==> config.mk <==
export PLATFORM = sky130hd
export DESIGN_NAME = csa_sub_8bit_flat
export DESIGN_NICKNAME = d
export VERILOG_FILES = /design/src/rtl/csa_pkg.sv /design/src/rtl/csa_sub_8bit_if.sv /design/src/rtl/csa_sub_slice.sv /design/src/rtl/csa_sub_8bit.sv /design/src/flat_wrapper.sv
export SDC_FILE = /design/constraint.sdc
export NUM_CORES = 1
export LEC_CHECK = 0
export CAP_MARGIN = 20
export CORE_ASPECT_RATIO = 1.25
export CORE_MARGIN = 2
export CORE_UTILIZATION = 45
export CTS_CLUSTER_SIZE = 8
export DETAILED_ROUTE_END_ITERATION = 12
export PLACE_DENSITY = 0.74
export SLEW_MARGIN = 40
export SYNTH_ARGS = -nofsm -noshare
export SYNTH_HDL_FRONTEND = slang
export SYNTH_SLANG_ARGS = --single-unit
==> constraint.sdc <==
create_clock -name clk -period 5.25 [get_ports clk]
set_input_delay 0.525 -clock clk [delete_from_list [all_inputs] [get_ports clk]]
set_output_delay 0.525 -clock clk [all_outputs]
set_load 0.03 [all_outputs]
==> src/rtl/csa_pkg.sv <==
// ---------------------------------------------------------------------------
// csa_pkg
// Shared constants and types for the pipelined carry-select subtractor.
//   CSA_WIDTH       default operand width
//   CSA_SLICE       default low/high split point (CSA_WIDTH = 2*CSA_SLICE)
//   stage1Payload_t data carried from stage 1 to stage 2
// Optional feature macro used by the users of this package: CSA_SUB_OVF_EN
// ---------------------------------------------------------------------------
package csa_pkg;

    localparam int CSA_WIDTH = 8;
    localparam int CSA_SLICE = 4;

    // Everything stage 2 needs to finish the subtraction: the finished low
    // slice, both speculative high slices, and the operand sign bits used by
    // the optional signed-overflow flag.  The field widths follow CSA_SLICE,
    // so a build with a different SLICE must change these constants as well.
    typedef struct packed {
        logic [CSA_SLICE-1:0] lowDiff;
        logic                 lowBorrow;
        logic [CSA_SLICE-1:0] highDiff0;
        logic [CSA_SLICE-1:0] highDiff1;
        logic                 highBorrow0;
        logic                 highBorrow1;
        logic                 aSign;
        logic                 bSign;
    } stage1Payload_t;

endpackage

==> src/rtl/csa_sub_8bit_if.sv <==
// ---------------------------------------------------------------------------
// csa_sub_8bit_if
// Operand/result bus of csa_sub_8bit with valid/ready handshakes on both
// sides.
//   in_valid/in_ready   operand handshake (a, b, bin)
//   out_valid/out_ready result handshake (diff, bout, ovf)
//   ovf                 present only when CSA_SUB_OVF_EN is defined
// master = the side driving operands and consuming results (testbench or
// upstream logic); slave = the subtractor.
// ---------------------------------------------------------------------------
interface csa_sub_8bit_if #(
    parameter int WIDTH = csa_pkg::CSA_WIDTH
);
    logic             in_valid;
    logic             in_ready;
    logic [WIDTH-1:0] a;
    logic [WIDTH-1:0] b;
    logic             bin;
    logic             out_valid;
    logic             out_ready;
    logic [WIDTH-1:0] diff;
    logic             bout;
`ifdef CSA_SUB_OVF_EN
    logic             ovf;

    modport master (
        output in_valid, a, b, bin, out_ready,
        input  in_ready, out_valid, diff, bout, ovf
    );

    modport slave (
        input  in_valid, a, b, bin, out_ready,
        output in_ready, out_valid, diff, bout, ovf
    );
`else
    modport master (
        output in_valid, a, b, bin, out_ready,
        input  in_ready, out_valid, diff, bout
    );

    modport slave (
        input  in_valid, a, b, bin, out_ready,
        output in_ready, out_valid, diff, bout
    );
`endif

endinterface

==> src/rtl/csa_sub_slice.sv <==
// ---------------------------------------------------------------------------
// csa_sub_slice
// SLICE-bit ripple-borrow subtractor: diff_o = x_i - y_i - bin_i.
//   x_i    minuend slice
//   y_i    subtrahend slice
//   bin_i  borrow in
//   diff_o difference slice (mod 2^SLICE)
//   bout_o borrow out, 1 when x_i < y_i + bin_i
// ---------------------------------------------------------------------------
module csa_sub_slice #(
    parameter int SLICE = 4
) (
    input  logic [SLICE-1:0] x_i,
    input  logic [SLICE-1:0] y_i,
    input  logic             bin_i,
    output logic [SLICE-1:0] diff_o,
    output logic             bout_o
);

    logic [SLICE:0] borrow;

    // Classic full-subtractor chain: a bit borrows when y exceeds x, or when
    // they are equal and the lower bit already borrowed.
    always_comb begin
        borrow    = '0;
        diff_o    = '0;
        borrow[0] = bin_i;
        for (int i = 0; i < SLICE; i++) begin
            diff_o[i]     = x_i[i] ^ y_i[i] ^ borrow[i];
            borrow[i + 1] = (~x_i[i] & y_i[i]) | (~(x_i[i] ^ y_i[i]) & borrow[i]);
        end
        bout_o = borrow[SLICE];
    end

endmodule

==> src/rtl/csa_sub_8bit.sv <==
// ---------------------------------------------------------------------------
// csa_sub_8bit
// Two-stage pipelined carry-select subtractor: diff = (a - b - bin) mod 2^WIDTH.
// Stage 1 computes the low slice and both possible high slices in parallel;
// stage 2 picks the high slice with the low borrow and registers the result.
//   clk    clock, rising edge
//   rst    synchronous active-high reset
//   csaBus operand/result bus (slave side), see csa_sub_8bit_if
// Optional feature: define CSA_SUB_OVF_EN to add the signed-overflow flag ovf.
// ---------------------------------------------------------------------------
module csa_sub_8bit
    import csa_pkg::*;
#(
    parameter int WIDTH = CSA_WIDTH,
    parameter int SLICE = CSA_SLICE
) (
    input  logic          clk,
    input  logic          rst,
    csa_sub_8bit_if.slave csaBus
);

    logic [SLICE-1:0] lowDiff;
    logic             lowBorrow;
    logic [SLICE-1:0] highDiff0;
    logic             highBorrow0;
    logic [SLICE-1:0] highDiff1;
    logic             highBorrow1;

    logic             s1Valid_q;
    stage1Payload_t   s1Payload_q;
    stage1Payload_t   s1Payload_d;

    logic             outValid_q;
    logic             outValid_d;
    logic [WIDTH-1:0] diff_q;
    logic [WIDTH-1:0] diff_d;
    logic             bout_q;
    logic             bout_d;
`ifdef CSA_SUB_OVF_EN
    logic             ovf_q;
    logic             ovf_d;
`endif

    logic             s2Load;
    logic             s1Load;
    logic             accept;

    // Low slice with the real borrow-in, high slice twice with both possible
    // borrows so stage 2 only has to select.
    csa_sub_slice #(.SLICE(SLICE)) uLow (
        .x_i    (csaBus.a[SLICE-1:0]),
        .y_i    (csaBus.b[SLICE-1:0]),
        .bin_i  (csaBus.bin),
        .diff_o (lowDiff),
        .bout_o (lowBorrow)
    );

    csa_sub_slice #(.SLICE(SLICE)) uHigh0 (
        .x_i    (csaBus.a[WIDTH-1:SLICE]),
        .y_i    (csaBus.b[WIDTH-1:SLICE]),
        .bin_i  (1'b0),
        .diff_o (highDiff0),
        .bout_o (highBorrow0)
    );

    csa_sub_slice #(.SLICE(SLICE)) uHigh1 (
        .x_i    (csaBus.a[WIDTH-1:SLICE]),
        .y_i    (csaBus.b[WIDTH-1:SLICE]),
        .bin_i  (1'b1),
        .diff_o (highDiff1),
        .bout_o (highBorrow1)
    );

    // Pipeline flow control without a skid buffer: stage 2 takes new data
    // when it is empty or its result leaves this cycle, and stage 1 can take
    // an operand when it is empty or its content moves into stage 2.  Reset
    // forces in_ready high because whatever is in flight is being discarded.
    always_comb begin
        s2Load          = !outValid_q || csaBus.out_ready;
        s1Load          = !s1Valid_q || s2Load;
        accept          = csaBus.in_valid && s1Load;
        csaBus.in_ready = rst || s1Load;
    end

    // Pack the stage-1 results together with the operand sign bits.
    always_comb begin
        s1Payload_d             = '0;
        s1Payload_d.lowDiff     = lowDiff;
        s1Payload_d.lowBorrow   = lowBorrow;
        s1Payload_d.highDiff0   = highDiff0;
        s1Payload_d.highDiff1   = highDiff1;
        s1Payload_d.highBorrow0 = highBorrow0;
        s1Payload_d.highBorrow1 = highBorrow1;
        s1Payload_d.aSign       = csaBus.a[WIDTH-1];
        s1Payload_d.bSign       = csaBus.b[WIDTH-1];
    end

    // Stage 1 valid flag; it only changes when stage 1 is allowed to load,
    // so a stalled operand stays put.
    always_ff @(posedge clk) begin
        if (rst) begin
            s1Valid_q <= 1'b0;
        end else if (s1Load) begin
            s1Valid_q <= accept;
        end
    end

    // Stage 1 data needs no reset: it is qualified by s1Valid_q.
    always_ff @(posedge clk) begin
        if (accept) begin
            s1Payload_q <= s1Payload_d;
        end
    end

    // Stage 2 next state: the low borrow picks which speculative high slice
    // (and which high borrow) is the real one.  Output data is left alone
    // when stage 1 has nothing to hand over.
    always_comb begin
        outValid_d = outValid_q;
        diff_d     = diff_q;
        bout_d     = bout_q;
`ifdef CSA_SUB_OVF_EN
        ovf_d      = ovf_q;
`endif
        if (s2Load) begin
            outValid_d = s1Valid_q;
            if (s1Valid_q) begin
                diff_d = {(s1Payload_q.lowBorrow ? s1Payload_q.highDiff1
                                                 : s1Payload_q.highDiff0),
                          s1Payload_q.lowDiff};
                bout_d = s1Payload_q.lowBorrow ? s1Payload_q.highBorrow1
                                               : s1Payload_q.highBorrow0;
`ifdef CSA_SUB_OVF_EN
                // Signed overflow: operands of different sign and a result
                // whose sign differs from the minuend.
                ovf_d  = (s1Payload_q.aSign != s1Payload_q.bSign) &&
                         (diff_d[WIDTH-1] != s1Payload_q.aSign);
`endif
            end
        end
    end

    // Stage 2 / output registers.
    always_ff @(posedge clk) begin
        if (rst) begin
            outValid_q <= 1'b0;
            diff_q     <= '0;
            bout_q     <= 1'b0;
`ifdef CSA_SUB_OVF_EN
            ovf_q      <= 1'b0;
`endif
        end else begin
            outValid_q <= outValid_d;
            diff_q     <= diff_d;
            bout_q     <= bout_d;
`ifdef CSA_SUB_OVF_EN
            ovf_q      <= ovf_d;
`endif
        end
    end

`ifndef CSA_SUB_OVF_EN
    // The sign bits are only consumed by the overflow logic.
    logic unusedSigns;
    assign unusedSigns = s1Payload_q.aSign ^ s1Payload_q.bSign;
`endif

    assign csaBus.out_valid = outValid_q;
    assign csaBus.diff      = diff_q;
    assign csaBus.bout      = bout_q;
`ifdef CSA_SUB_OVF_EN
    assign csaBus.ovf       = ovf_q;
`endif

endmodule

==> src/flat_wrapper.sv <==
// flat-port wrapper written by rule: the top's interface ports become plain ports
module csa_sub_8bit_flat import csa_pkg::*;
#(
    parameter int WIDTH = CSA_WIDTH,
    parameter int SLICE = CSA_SLICE
)
  (clk, rst, csaBus_in_valid, csaBus_a, csaBus_b, csaBus_bin, csaBus_out_ready, csaBus_in_ready, csaBus_out_valid, csaBus_diff, csaBus_bout);
  csa_sub_8bit_if #(.WIDTH(WIDTH)) csaBus_i ();
  input  logic clk;
  input  logic rst;
  input wire logic [$bits(csaBus_i.in_valid)-1:0] csaBus_in_valid;
  input wire logic [$bits(csaBus_i.a)-1:0] csaBus_a;
  input wire logic [$bits(csaBus_i.b)-1:0] csaBus_b;
  input wire logic [$bits(csaBus_i.bin)-1:0] csaBus_bin;
  input wire logic [$bits(csaBus_i.out_ready)-1:0] csaBus_out_ready;
  output wire logic [$bits(csaBus_i.in_ready)-1:0] csaBus_in_ready;
  output wire logic [$bits(csaBus_i.out_valid)-1:0] csaBus_out_valid;
  output wire logic [$bits(csaBus_i.diff)-1:0] csaBus_diff;
  output wire logic [$bits(csaBus_i.bout)-1:0] csaBus_bout;
  assign csaBus_i.in_valid = csaBus_in_valid;
  assign csaBus_i.a = csaBus_a;
  assign csaBus_i.b = csaBus_b;
  assign csaBus_i.bin = csaBus_bin;
  assign csaBus_i.out_ready = csaBus_out_ready;
  assign csaBus_in_ready = csaBus_i.in_ready;
  assign csaBus_out_valid = csaBus_i.out_valid;
  assign csaBus_diff = csaBus_i.diff;
  assign csaBus_bout = csaBus_i.bout;
  csa_sub_8bit #(.WIDTH(WIDTH), .SLICE(SLICE)) u_core (.clk(clk), .rst(rst), .csaBus(csaBus_i));
endmodule
=== Word-level counts from Yosys, hierarchy flattened ===
Index checks and enable logic that the tools add are counted.

* Logic and storage cells: 82
* Output and inout bits: 11
* Flip-flop bits (word level): 26

* Multiplexer cells: 2
* Bitwise gates (word level): 63
* Reduce and logical (&&, ||, !) cells: 7

{| class="wikitable"
|+ Operators by type and width
! kind !! number
|-
| bitwise AND 1 bit || 18
|-
| XOR 1 bit || 18
|-
| NOT 1 bit || 16
|-
| bitwise OR 1 bit || 11
|-
| two-way mux 4 bit || 1
|-
| logical OR 1 bit || 3
|-
| logical NOT 1 bit || 2
|-
| AND reduction 2 bit || 1
|-
| logical AND 1 bit || 1
|-
| two-way mux 1 bit || 1
|}

=== Logic depth before layout (Yosys ltp) ===
Gate-level depths: netlist (run 1).

* Depth in word-level cells: 10
* Mapped depth: 8
* Depth with buffers taken out: 8

=== By module ===
Synthesis (run 1) repeated with hierarchy kept, for this count alone.

* Cells, all modules: 110
* Area, all modules: 1326.3 um^2

{| class="wikitable"
|+ Modules (own cells, without submodules)
! module !! cells each !! area each (um^2) !! instances
|-
| csa_sub_8bit || 68 || 973.4 || 1
|-
| csa_sub_slice || 14 || 117.6 || 3
|}

=== Worst setup path after synthesis (run 1) ===
OpenSTA, ideal clock, no wires.

* Kind: in2reg
* Start point: input port csaBus_out_ready
* End point: register u_core.s1Payload_q[10] (netlist name), enable pin
* Arrival time: 1.890 ns
* Library setup time: 0.410 ns
* Path slack: 2.950 ns
* Data required time: 4.840 ns
* Stages: 2
* Cells stage by stage: and2b_4 a21boi_0

* Cells in the longest elaborated chain, start to end: 3

{| class="wikitable"
|+ Ends and longest elaborated chain
! item !! RTL line !! source
|-
| from (decl) || flat_wrapper.sv:15 || <nowiki>input wire logic [$bits(csaBus_i.out_ready)-1:0] csaBus_out_ready;</nowiki>
|-
| logical OR 1 bit || csa_sub_8bit.sv:79 || <nowiki>s2Load = !outValid_q || csaBus.out_ready;</nowiki>
|-
| logical OR 1 bit || csa_sub_8bit.sv:80 || <nowiki>s1Load = !s1Valid_q || s2Load;</nowiki>
|-
| logical AND 1 bit || csa_sub_8bit.sv:81 || <nowiki>accept = csaBus.in_valid && s1Load;</nowiki>
|-
| via u_core.accept || csa_sub_8bit.sv:46 || <nowiki>logic accept;</nowiki>
|-
| to (signal assigned) || csa_sub_8bit.sv:111 || <nowiki>s1Payload_q <= s1Payload_d;</nowiki>
|-
| to (decl) || csa_sub_8bit.sv:30 || <nowiki>stage1Payload_t s1Payload_q;</nowiki>
|}

The timed path passes the listed nets, and every way through them passes these cells.
A chain may end at the register's enable or synchronous reset.

=== Worst setup path after layout (run 1) ===
* Start point: input port rst
* End point: output port csaBus_in_ready

* Cells in the longest elaborated chain, start to end: 1

{| class="wikitable"
|+ Ends and longest elaborated chain
! item !! RTL line !! source
|-
| from (decl) || flat_wrapper.sv:10 || <nowiki>input logic rst;</nowiki>
|-
| logical OR 1 bit || csa_sub_8bit.sv:82 || <nowiki>csaBus.in_ready = rst || s1Load;</nowiki>
|-
| to (decl) || flat_wrapper.sv:16 || <nowiki>output wire logic [$bits(csaBus_i.in_ready)-1:0] csaBus_in_ready;</nowiki>
|}

No other way between the ends.

==> summary.md, run 1 <==
| Metric | Value |
|---|---|
| Crit-path max cell delay | between 600 and 700 ps |
| Final clock skew | about 7.7 ps |
| Most used cell, CP | clkdlybuf4s50_1 |
| Post-Route WL | around 2000 µm |
| Crit path required time | 4720 ps |
| 1st-iter DRT viols | 21 |
| Lkg Pwr | 0.676 nW |
| Tmin final | 2760 ps |
| PD cells | ~250 mW/mm² |
| Cell variety after synth | 21 |
| Die area | 0.00330 mm² |
| Area Growth Syn to Fin | 27.7% |
| Vias per cell | just under 5 |
| Post-CTS sizing | 0 |
| Fin crit share | 0.526 |
| Fin nets | 169 |
| First-pass GRT wire length | ~3600 µm |
| Cell family with most CP delay | buffers and inverters |
| Sum Neg Setup Slack | 0 ps |
| Hold Vio Cnt, Final | 0 |
| Total vias in the final route | 836 |
| Crit. End Element | primary output |
| Yosys reg bits | 26 |
| Antenna Cells | 0 |
| CTS tree | built |
| Mapped Area | roughly 0.0013 mm² |
| Placed insts | around 170 |
| Clock Sinks | 26 |
| CTS Buffer Depth | 2 |
| Average wire per standard cell | between 10 and 15 µm |
| Critical Path Source Type | primary input |
| Max Fclk | between 300 and 400 MHz |
| Pre-Repair DR Iteration Count | 4 |
| Fill count | 220 |
| Vias in the first global route | 855 |
| Detailed placer's ending HPWL | 1660 µm |
| Status | completed |
| Root Buffer Master | clkbuf_4 |
| Crit path DAT | 2240 ps |
| CTS H-tree lvls | 1 |
| Largest net degree at the start of global routing | 16 |
| Post-route DRC | 0 |
| Core area | roughly 0.0027 mm² |
| Clock-pin slew on the worst setup and hold paths | approximately 120 ps |
| Synth Instances | between 100 and 150 |
| Layout cells sized above 1 | 0.0963 |
| Register area share after synthesis | 0.522 |
| Slowest CP cell | clkdlybuf4s50_1 |
| Finished Layout Cells | between 150 and 200 |
| GR Overflow Total | 0 |
| Avg Cell Area, Syn | about 12 µm² |
| CP Cell Sequence | clkdlybuf4s50_1, or3_1, clkdlybuf4s50_1 |
| Crit Path Category | in -> out |
| # hold bufs at CTS | 0 |
| Maxcap violations | 0 |
| Setup bufs post-CTS | 0 |
| Peak VDD IR | roughly 0.00013 V |
| Endpoints failing setup | 0 |
| Hold slack | approximately 480 ps |
| I/O pin count | 32 |
| Syn nets | between 100 and 150 |
| Clock Latency Late Sink | just over 300 ps |
| Row Count | 21 |
| Die X | between 50 and 60 µm |
| Hold crit path type | reg -> reg |
| PortBufs | 31 |
| Synth warn | 0 |
| Final Max Tran Viols | 0 |
| Total CTS buffers | 3 |
| Initial antenna violation count | 0 |
| Crit Path Max Fanout | 12 |
| Worst slew margin | 0.646 |
| Gr usage total | 0.148 |
| Worst-Margin Slew | between 500 and 600 ps |
| Die Span Y | about 64 µm |
| CP Buf/Inv Count | 2 |
| Antenna-violating nets left | 0 |
| GP Congestion | about 0.73 |
| Starting Density | 0.475 |
| RSZ-0062 raised after global routing | false |
-- layout by cell type, fill, tap and decap left out --
master	instances
nor2_1	1
nand3_1	4
inv_2	1
clkbuf_4	3
clkdlybuf4s50_1	31
or3_1	1
nand2b_4	1
fa_1	10
buf_4	1
clkbuf_1	1
dfxtp_1	11
inv_1	25
edfxtp_1	15
a211oi_2	5
a21oi_1	11
o21ai_0	4
nor2_4	1
mux2i_1	5
ha_1	2
a21boi_1	1
and2b_4	1
-- cells by family (layout without fill, tap and decap cells) --
kind of cell | count (synthesis) | in the layout | share of synthesized area
mux | 5 | 5 | 0.0389
simple gates | 9 | 9 | 0.0506
buf+inv | 30 | 62 | 0.100
fa+ha+maj | 12 | 12 | 0.175
flops | 26 | 26 | 0.522
compound gates | 21 | 21 | 0.113
-- cells in the mapped netlist --
library cell / n / area [µm²]
inv_1: 25 / 93.8
inv_2: 1 / 3.75
edfxtp_1: 15 / 450
a21boi_0: 1 / 7.51
nand2b_4: 1 / 13.8
buf_6: 1 / 11.3
ha_1: 2 / 25.0
fa_1: 10 / 200
and2b_4: 1 / 10.0
a21oi_1: 11 / 55.1
nor2_4: 1 / 11.3
dfxtp_1: 11 / 220
clkbuf_4: 1 / 7.51
mux2i_1: 5 / 50.1
o21ai_0: 4 / 20.0
buf_2: 1 / 5.00
nand3_1: 4 / 20.0
a211oi_2: 5 / 62.6
buf_4: 1 / 7.51
nor2_1: 1 / 3.75
or3_1: 1 / 6.26
-- sequential cells by signal, indices dropped and copies added, names as in the netlist --
register                 cells
u_core.csaBus.out_valid      1
u_core.csaBus.bout           1
u_core.s1Payload_q          15
u_core.s1Valid_q             1
u_core.csaBus.diff           8
-- cell type report --
class	count	area, µm²	share of cell area
well taps	34	42.5	0.0259
multi-input cells	47	485	0.296
clock buffers	4	26.3	0.0160
flip-flops and latches	26	671	0.409
inverters	26	97.6	0.0595
repair buffers	32	318	0.194
-- worst paths after layout --
kind              depth (start not counted)                                  to  slack, ps                                  from
hold reg to reg                           2  u_core.csaBus.diff[2]$_SDFFE_PP0P_        480    u_core.csaBus.diff[2]$_SDFFE_PP0P_
setup / recovery                          3                     csaBus_in_ready       2490                                   rst
hold / removal                            2  u_core.csaBus.diff[2]$_SDFFE_PP0P_        480    u_core.csaBus.diff[2]$_SDFFE_PP0P_
setup reg to reg                          3    u_core.s1Payload_q[16]$_DFFE_PP_       3960  u_core.csaBus.out_valid$_SDFFE_PP0P_
-- per-layer routing --
layer,part of all wire,wire (µm),track usage
met1,0.37,763,0.170
met2,0.56,1140,0.266
met3,0.045,92,0.00935
met4,0.023,46,0.0789
met5,0,0,0
-- metrics by stage --
stage          area (µm²)  setup slack [ps]  power [mW]   util
2_1_floorplan        1280              2950       0.300      -
3_3_place_gp         1610              2520       0.333  0.596
3_5_place_dp         1610              2460       0.338  0.596
4_1_cts              1640              2490       0.419  0.606
5_1_grt              1640              2450       0.439  0.606
6_report             1640              2490       0.413  0.606
-- power breakdown --
part	switching, mW	internal (mW)
Clock	0.0514	0.0296
Sequential	0.00879	0.238
Combinational	0.0435	0.0414
Total	0.104	0.309
-- tightest hold or removal path: stages (launching register included) --
cell,delay [ps]
dfxtp_1,330
o21ai_0,60
a21oi_1,60
Note: power is estimated with default switching activity, not from simulation.
==> run 2: changes to the inputs <==
--- a/config.mk
+++ b/config.mk
@@ -8,7 +8,7 @@
 export CAP_MARGIN = 20
 export CORE_ASPECT_RATIO = 1.25
 export CORE_MARGIN = 2
-export CORE_UTILIZATION = 45
+export CORE_UTILIZATION = 43
 export CTS_CLUSTER_SIZE = 8
 export DETAILED_ROUTE_END_ITERATION = 12
 export PLACE_DENSITY = 0.74
==> constraint.sdc (replaced) <==
create_clock -name clk -period 2.4 [get_ports clk]
set_input_delay 0.24 -clock clk [delete_from_list [all_inputs] [get_ports clk]]
set_output_delay 0.24 -clock clk [all_outputs]
set_load 0.03 [all_outputs]
==> summary.md, run 2 (synthesis results as in run 1) <==
| Metric | Value |
|---|---|
| Crit-path max cell delay | 590 ps (-80 ps) |
| Maxcap violations | 0 (unchanged) |
| Crit path DAT | 2000 ps (-240 ps) |
| Place WS | -41.1 ps (-2500 ps) |
| RSZ-0062 raised after global routing | false |
| Worst Slack Setup Final | 156 ps (-2330 ps) |
| Post-Route WL | 1930 µm (-5.5%) |
| Status | completed |
| Initial antenna violation count | 0 (unchanged) |
| Lkg Pwr | 0.686 nW (+1.6%) |
| Post-route DRC | 0 (unchanged) |
| Util after Layout | 0.574 (-0.0316) |
| Final clock skew | 11.7 ps (+4.04 ps) |
| Antenna Cells | 0 (unchanged) |
| Crit. End Element | primary output |
| GP Congestion | 0.778 (+7.0%) |
| Gr usage total | 0.127 (-0.0205) |
| Sum Neg Setup Slack | 0 ps (unchanged) |
| Finished Layout Cells | 172 (+1.8%) |
| Most common cell after layout, fill and taps aside | clkdlybuf4s50_1 |
| PD cells | 564 mW/mm² (+120%) |
| Area post-placement | 0.00162 mm² (+0.62%) |
| Die area | 0.00344 mm² (+4.3%) |
| 1st-iter DRT viols | 17 (-19%) |
| Hold slack | 490 ps (+5.00 ps) |
| Core area | 0.00289 mm² (+6.8%) |
| Vias in the first global route | 764 (-11%) |
| CTS Buffer Depth | 2 (unchanged) |
| First-pass GRT wire length | 3260 µm (-10%) |
| Setup bufs post-CTS | 0 (unchanged) |
| R2R depth | 3 (unchanged) |
| Area Growth Syn to Fin | 29.2% |
| R2R setup slack | 1160 ps (-2800 ps) |
| Design Area, Final | 0.00166 mm² (+1.2%) |
| Tmin final | 2240 ps |
| Hold_sp | u_core.csaBus.diff[0]$_SDFFE_PP0P_ |
| Worst R2R Start | u_core.csaBus.out_valid$_SDFFE_PP0P_ |
| Clock-pin slew on the worst setup and hold paths | 140 ps (+20 ps) |
| Largest register by flop count | u_core.s1Payload_q |
| Antenna-violating nets left | 0 (unchanged) |
| Most frequent cells in the layout | clkdlybuf4s50_1 (31), inv_1 (25), edfxtp_1 (15), a21oi_1 (11), dfxtp_1 (11) |
| Pre-Repair DR Iteration Count | 4 (unchanged) |
| Layout cells sized above 1 | 0.110 (+0.0140) |
| Row Count | 22 (+4.8%) |
| CTS H-tree lvls | 1 (unchanged) |
| Crit Path Max Fanout | 12 (unchanged) |
| Total CTS buffers | 3 (unchanged) |
| Clock Sinks | 26 (unchanged) |
| Total vias in the final route | 780 (-6.7%) |
| Die Span Y | 65.1 µm (+2.2%) |
| Reg-to-Reg End | u_core.s1Payload_q[11]$_DFFE_PP_ |
| Crit Path Category | reg -> out |
| CP Buf/Inv Count | 2 (unchanged) |
| Fin crit share | 0.935 |
| Fin nets | 170 (+0.59%) |
| Hold Crit Depth | 2 (unchanged) |
| Largest net degree at the start of global routing | 16 (unchanged) |
| Worst-Margin Slew | 392 ps (-138 ps) |
| Hold crit path type | reg -> reg |
| Starting Density | 0.445 (-0.0302) |
| Endpoints failing setup | 0 (unchanged) |
| Hold Vio Cnt, Final | 0 (unchanged) |
| Die X | 52.9 µm (+2.1%) |
| Hold path endpoint | u_core.csaBus.diff[0]$_SDFFE_PP0P_ |
| Average wire per standard cell | 11.2 µm (-7.1%) |
| Vias per cell | 4.53 (-8.3%) |
| Cell family with most CP delay | buffers and inverters |
| Detailed placer's ending HPWL | 1560 µm (-5.9%) |
| CP Cell Sequence | inv_2, or3_1, clkdlybuf4s50_1 |
| Max Fclk | 446 MHz |
| CTS tree | built |
| Worst slew margin | 0.739 (+0.0925) |
| I/O pin count | 32 (unchanged) |
| Final Max Tran Viols | 0 (unchanged) |
| Placed insts | 168 (+1.8%) |
| Max reg flops | 15 (unchanged) |
| Slowest CP cell | clkdlybuf4s50_1 |
| # hold bufs at CTS | 0 (unchanged) |
| Critical Path Source Type | register |
| Post-CTS sizing | 0 (unchanged) |
| Design Power | 0.937 mW (+130%) |
| Root Buffer Master | clkbuf_4 |
| GR Overflow Total | 0 (unchanged) |
| Clock Latency Late Sink | 310 ps (about the same) |
| Peak VDD IR | 0.000347 V (+170%) |
| Crit path required time | 2160 ps (-2560 ps) |
| PortBufs | 31 (unchanged) |
run 2: changes by cell type in the layout (fill, tap and decap cells not counted), sizes merged:
cell / delta
buf: +1
run 2: where the power goes:
part	switching [mW]	internal, mW	leakage [nW]	total [mW]
clock network	0.120	0.0925	0.0210	0.212
registers	0.0191	0.521	0.237	0.541
logic	0.0933	0.0905	0.428	0.184
run 2: worst register-to-register path: stages, from the launching register on:
cell and delay (ps):
dfxtp_1 370, and2b_4 210, a21boi_1 140, buf_4 240
run 2: per-layer routing:
layer	vias to the layer above	part of all wire	track usage
met5	-	0	0
met4	0	0	0.0288
met3	0	0.050	0.0205
met2	17	0.55	0.233
met1	364	0.40	0.153
li1	399	-	-
run 2: layout make-up:
cell class	count	area, µm²
Timing Repair Buffer	33	325
Inverter	26	97.6
Multi-Input combinational cell	47	485
Clock buffer	4	36.3
Sequential cell	26	671
Tap cell	36	45.0
Fill cell	255	1230
run 2: how the worst max path moves through the flow:
stage	cells past startpoint	startpoint	slack, ps	endpoint
global route	3	u_core.s1Valid_q$_SDFFE_PP0P_	60	csaBus_in_ready
finish	3	u_core.s1Valid_q$_SDFFE_PP0P_	160	csaBus_in_ready
CTS	3	u_core.s1Valid_q$_SDFFE_PP0P_	140	csaBus_in_ready
global placement	7	csaBus_a[4]	-9	u_core.s1Payload_q[11]$_DFFE_PP_
detailed placement	7	csaBus_a[4]	-40	u_core.s1Payload_q[11]$_DFFE_PP_
floorplan	2	u_core.csaBus.out_valid$_SDFFE_PP0P_	150	u_core.s1Payload_q[10]$_DFFE_PP_
